## src/rtl/reset_sequencer.sv

```systemverilog
// Generates the core's active-low reset from block reset, debounced push-button and watchdog.
// Define RSTSEQ_WDOG_EN to enable the watchdog timeout path.
module reset_sequencer #(
   parameter int SYNC_STAGES = 2,
   parameter int DEBOUNCE    = 1000,
   parameter int HOLD        = 16,
   parameter int WDOG_CYCLES = 1048576
) (
   input  logic       CLK,
   input  logic       RESET,
   input  logic       btn,
   input  logic       kick,
   output logic       resetn,
   output logic       busy,
   output logic [1:0] rst_cause,
   output logic [7:0] rst_count
);
   localparam int HW = $clog2(HOLD + 1);
   localparam int DW = $clog2(DEBOUNCE + 1);
   localparam logic [HW-1:0] HOLD_LAST = HW'(HOLD - 1);
   localparam logic [DW-1:0] DEB_LAST  = DW'(DEBOUNCE - 1);

   localparam logic [1:0] S_HOLD    = 2'd0;
   localparam logic [1:0] S_RUN     = 2'd1;
   localparam logic [1:0] S_PRESSED = 2'd2;

   localparam logic [1:0] C_BLOCK = 2'b00;
   localparam logic [1:0] C_BTN   = 2'b01;
   localparam logic [1:0] C_WDOG  = 2'b10;

   logic [SYNC_STAGES-1:0] r_sync;
   logic                   r_btn_db;
   logic [DW-1:0]          r_deb_cnt;
   logic [1:0]             r_state;
   logic [HW-1:0]          r_hold_cnt;

   logic                   w_btn_s;
   logic                   w_wd_fire;
   logic [1:0]             w_state_nxt;
   logic [HW-1:0]          w_hold_nxt;
   logic                   w_exit;
   logic [1:0]             w_cause_nxt;

   assign w_btn_s = r_sync[SYNC_STAGES-1];

   // Level change is accepted only after DEBOUNCE consecutive differing samples.
   always_ff @(posedge CLK) begin
      if (RESET) begin
         r_sync    <= '0;
         r_btn_db  <= 1'b0;
         r_deb_cnt <= '0;
      end else begin
         r_sync <= {r_sync[SYNC_STAGES-2:0], btn};
         if (w_btn_s == r_btn_db) begin
            r_deb_cnt <= '0;
         end else if (r_deb_cnt == DEB_LAST) begin
            r_btn_db  <= w_btn_s;
            r_deb_cnt <= '0;
         end else begin
            r_deb_cnt <= r_deb_cnt + 1'b1;
         end
      end
   end

`ifdef RSTSEQ_WDOG_EN
   localparam int WW = $clog2(WDOG_CYCLES + 1);
   localparam logic [WW-1:0] WD_LAST = WW'(WDOG_CYCLES - 1);

   logic [WW-1:0] r_wd_cnt;

   // A kick on the terminal cycle suppresses the timeout.
   assign w_wd_fire = (r_state == S_RUN) && !kick && (r_wd_cnt == WD_LAST);

   always_ff @(posedge CLK) begin
      if (RESET || (r_state != S_RUN) || kick || w_wd_fire) begin
         r_wd_cnt <= '0;
      end else begin
         r_wd_cnt <= r_wd_cnt + 1'b1;
      end
   end
`else
   logic w_unused_kick;
   assign w_unused_kick = kick;
   assign w_wd_fire     = 1'b0;
`endif

   always_comb begin
      w_state_nxt = r_state;
      w_hold_nxt  = r_hold_cnt;
      w_exit      = 1'b0;
      w_cause_nxt = rst_cause;
      case (r_state)
         S_HOLD: begin
            if (r_btn_db) begin
               w_state_nxt = S_PRESSED;
               w_hold_nxt  = '0;
            end else if (r_hold_cnt == HOLD_LAST) begin
               w_state_nxt = S_RUN;
               w_hold_nxt  = '0;
            end else begin
               w_hold_nxt  = r_hold_cnt + 1'b1;
            end
         end
         S_RUN: begin
            // Button outranks a simultaneous watchdog timeout.
            if (r_btn_db) begin
               w_state_nxt = S_PRESSED;
               w_exit      = 1'b1;
               w_cause_nxt = C_BTN;
            end else if (w_wd_fire) begin
               w_state_nxt = S_HOLD;
               w_hold_nxt  = '0;
               w_exit      = 1'b1;
               w_cause_nxt = C_WDOG;
            end
         end
         S_PRESSED: begin
            if (!r_btn_db) begin
               w_state_nxt = S_HOLD;
               w_hold_nxt  = '0;
            end
         end
         default: begin
            w_state_nxt = S_HOLD;
            w_hold_nxt  = '0;
         end
      endcase
   end

   always_ff @(posedge CLK) begin
      if (RESET) begin
         r_state    <= S_HOLD;
         r_hold_cnt <= '0;
         resetn     <= 1'b0;
         busy       <= 1'b1;
         rst_cause  <= C_BLOCK;
         rst_count  <= '0;
      end else begin
         r_state    <= w_state_nxt;
         r_hold_cnt <= w_hold_nxt;
         resetn     <= (w_state_nxt == S_RUN);
         busy       <= (w_state_nxt != S_RUN);
         rst_cause  <= w_cause_nxt;
         if (w_exit && (rst_count != 8'hFF)) begin
            rst_count <= rst_count + 8'd1;
         end
      end
   end
endmodule

```

## config.mk

```make
export PLATFORM = sky130hd
export DESIGN_NAME = reset_sequencer
export DESIGN_NICKNAME = d
export VERILOG_FILES = /design/src/rtl/reset_sequencer.sv
export SDC_FILE = /design/constraint.sdc
export NUM_CORES = 1
export LEC_CHECK = 0
export BUFFER_PORTS_ARGS = -buffer_cell sky130_fd_sc_hd__buf_2
export CORE_ASPECT_RATIO = 1.75
export CORE_MARGIN = 1.5
export CORE_UTILIZATION = 25
export DETAILED_ROUTE_END_ITERATION = 10
export SLEW_MARGIN = 0
export SYNTH_ARGS = -nofsm -noshare
export SYNTH_HDL_FRONTEND = slang
export SYNTH_SLANG_ARGS = --single-unit
export TNS_END_PERCENT = 100
```

## constraint.sdc

```tcl
create_clock -name CLK -period 4.15 [get_ports CLK]
set_input_delay 0.6225 -clock CLK [delete_from_list [all_inputs] [get_ports CLK]]
set_output_delay 0.6225 -clock CLK [all_outputs]
set_load 0.05 [all_outputs]
```

==> impl_metrics.env <==
export IMPL_status="finished clean"
export IMPL_grt_max_degree=22
export IMPL_critPathMaxFanout=9
export IMPL_critPathTopFamily="flip-flops"
export IMPL_ant_nets=0
export IMPL_drv_cap=0
export IMPL_ys_seq_elements=31
export IMPL_worst_slack_ns=2.42
export IMPL_syn_nets=160
export IMPL_dr_pass1_iters=4
export IMPL_syn_area_per_cell_um2=9.00
export IMPL_route_detailed_drc=0
export IMPL_dp_hpwl_um=1900
export IMPL_fp_dieH_um=101
export IMPL_required_ns=3.53
export IMPL_layout_commonest_cell="dfxtp_1"
export IMPL_yosys_warnings=0
export IMPL_place_gp_congestion=0.720
export IMPL_die_area_um2=5980
export IMPL_grt_use_total_pct=9.55
export IMPL_total_power_mw=0.581
export IMPL_cpPeakStageDelay_ns=0.50
export IMPL_ys_dominant_reg_cell="dfxtp_1"
export IMPL_num_rows=35
export IMPL_core_area_um2=5300
export IMPL_numCtsBuffers=5
export IMPL_crit_path_end_kind="primary output"
export IMPL_yosysTopAreaCellShare_pct=45.1
export IMPL_synth_top_family_by_area="simple AND/OR/NAND/NOR gates"
export IMPL_power_leakage_nw=0.605
export IMPL_antenna_found_initial=0
export IMPL_area_growth_pct=16.5
export IMPL_synth_edf_count=0
export IMPL_critPathLaunchType="flip-flop"
export IMPL_finalCritPeriodShare_pct=41.7
export IMPL_seq_area_frac_synth_pct=45.1
export IMPL_first_iter_violations=22
export IMPL_clock_sinks=31
export IMPL_synth_compound_area_share_pct=12.9
export IMPL_yosys_top_cells_area="dfxtp_1 (45%), nor2_1 (6.8%), nand3_1 (4.0%)"
export IMPL_skew_ns=0.00274
export IMPL_final_cells=242
export IMPL_overflow=0
export IMPL_initial_core_util_pct=26.0
export IMPL_ys_types=42
export IMPL_period_needed_ns=1.73
export IMPL_ctsHoldBuffers=0
export IMPL_grt_pass1_wl_um=4420
export IMPL_clkTransAtPathRegs_ns=0.07
export IMPL_n_fill_cell=574
export IMPL_syn_cell_area_um2=1380
export IMPL_final_core_util_pct=30.2
export IMPL_hold_path_class="flip-flop to flip-flop"
export IMPL_hold_viol_final=0
export IMPL_dr_total_vias=1095
export IMPL_synth_xor_area_share_pct=6.36
export IMPL_vias_per_cell=4.52
export IMPL_path_class="flip-flop to primary output"
export IMPL_setup_violations_final=0
export IMPL_io_buffers=13
export IMPL_wire_per_inst_um=10.5
export IMPL_final_cell_mix="dfxtp_1 (31), nor2_1 (25), buf_2 (13)"
export IMPL_antennaDiodeCount=0
export IMPL_postCtsResizedCells=0
export IMPL_grt_pass1_vias=1013
export IMPL_clk_latency_ns=0.28
export IMPL_nNetsFinal=174
export IMPL_post_cts_buffers=0
export IMPL_synth_fa_ha_area_share_pct=2.73
export IMPL_htreeDepth=2
export IMPL_cp_cell_sequence="buf_2"
export IMPL_postPlaceCellArea_um2=1500
export IMPL_cp_slowest_cell="dfxtp_1"
export IMPL_synthMuxAreaShare_pct=2.27
export IMPL_cp_arrival_ns=1.11
export IMPL_pwr_density_cell_nw_per_um2=362
export IMPL_dpl_worst_slack_ns=2.45
export IMPL_dieWidth_um=59.1
export IMPL_cts_root_buffer_cell="clkbuf_8"
export IMPL_io_pins=16
export IMPL_fin_area_um2=1600
export IMPL_syn_inst=153
export IMPL_crit_buf_inv=1
export IMPL_cts_buffer_depth=2
export IMPL_hold_slack_ns=0.440
export IMPL_setup_tns_final_ns=0
export IMPL_async_flop_share_pct=0
export IMPL_layout_drive_gt1_share_pct=16.7
export IMPL_wirelength_um=2540
export IMPL_maxSlewViolCount=0
export IMPL_rsz0062_at_grt="false"
export IMPL_synth_area_leader_cell="dfxtp_1"
export IMPL_ir_drop_mv=0.273
export IMPL_cts_tree="built"
export IMPL_placedCellCount=234
export IMPL_max_freq_ghz=0.578
export IMPL_synth_simple_area_share_pct=26.2
[power breakdown]
part	internal, mW	leakage [nW]	total, mW	switching, mW
combinational	0.00596	0.304	0.0155	0.00950
sequential	0.301	0.251	0.304	0.00318
clock	0.151	0.0505	0.261	0.110
[state kept, by name (all words and copies together), names as in the netlist]
| name | cells |
|---|---|
| resetn | 1 |
| r_state | 2 |
| r_btn_db | 1 |
| rst_cause | 1 |
| r_hold_cnt | 5 |
| busy | 1 |
| rst_count | 8 |
| r_deb_cnt | 10 |
| r_sync | 2 |
[layer usage]
layer  routed length (um)  vias to the layer above  part of all wire (%)  track usage, %
li1                     -                      567                     -               -
met3                   98                        5                   3.9            2.43
met2                 1400                       22                    55            17.4
met1                  994                      501                    39            9.93
met5                    0                        -                     0               0
met4                   49                        0                   1.9            4.37
[Yosys cell counts (all sizes together) (3+ instances only)]
| library cell | n |
|---|---|
| dfxtp | 31 |
| nor2 | 25 |
| nand3 | 11 |
| a21oi | 9 |
| inv | 6 |
| nand2 | 5 |
| o21ai | 5 |
| xnor2 | 5 |
| xor2 | 5 |
| a211oi | 3 |
| a311oi | 3 |
| and3 | 3 |
| buf | 3 |
| clkbuf | 3 |
| ha | 3 |
| or3 | 3 |
[path summary, 6_finish.rpt]
path                              startpoint  slack (ns)  depth (start not counted)           end
worst max-delay path            rst_count[3]        2.42                          1  rst_count[3]
worst min-delay path               r_sync[0]        0.44                          1     r_sync[1]
worst max register to register      r_btn_db        2.45                          4  rst_count[5]
worst min register to register     r_sync[0]        0.44                          1     r_sync[1]
[cell type report]
cell class                      count  area (um^2)  area share [%]
Clock buffer                        7         96.3            6.01
Clock inverter                      1         7.51           0.468
Inverter                            6         22.5            1.41
Multi-Input combinational cell    110          698            43.6
Sequential cell                    31          621            38.7
Tap cell                           74         92.6            5.78
Timing Repair Buffer               13         65.1            4.06
[kinds of logic after synthesis]
logic type | after synthesis
buf+inv | 12
fa+ha+maj | 3
flops | 31
xor+xnor | 10
other cells | 1
simple gates | 66
compound gates | 27
mux | 3
No activity file was read; power rests on OpenSTA's default activity.
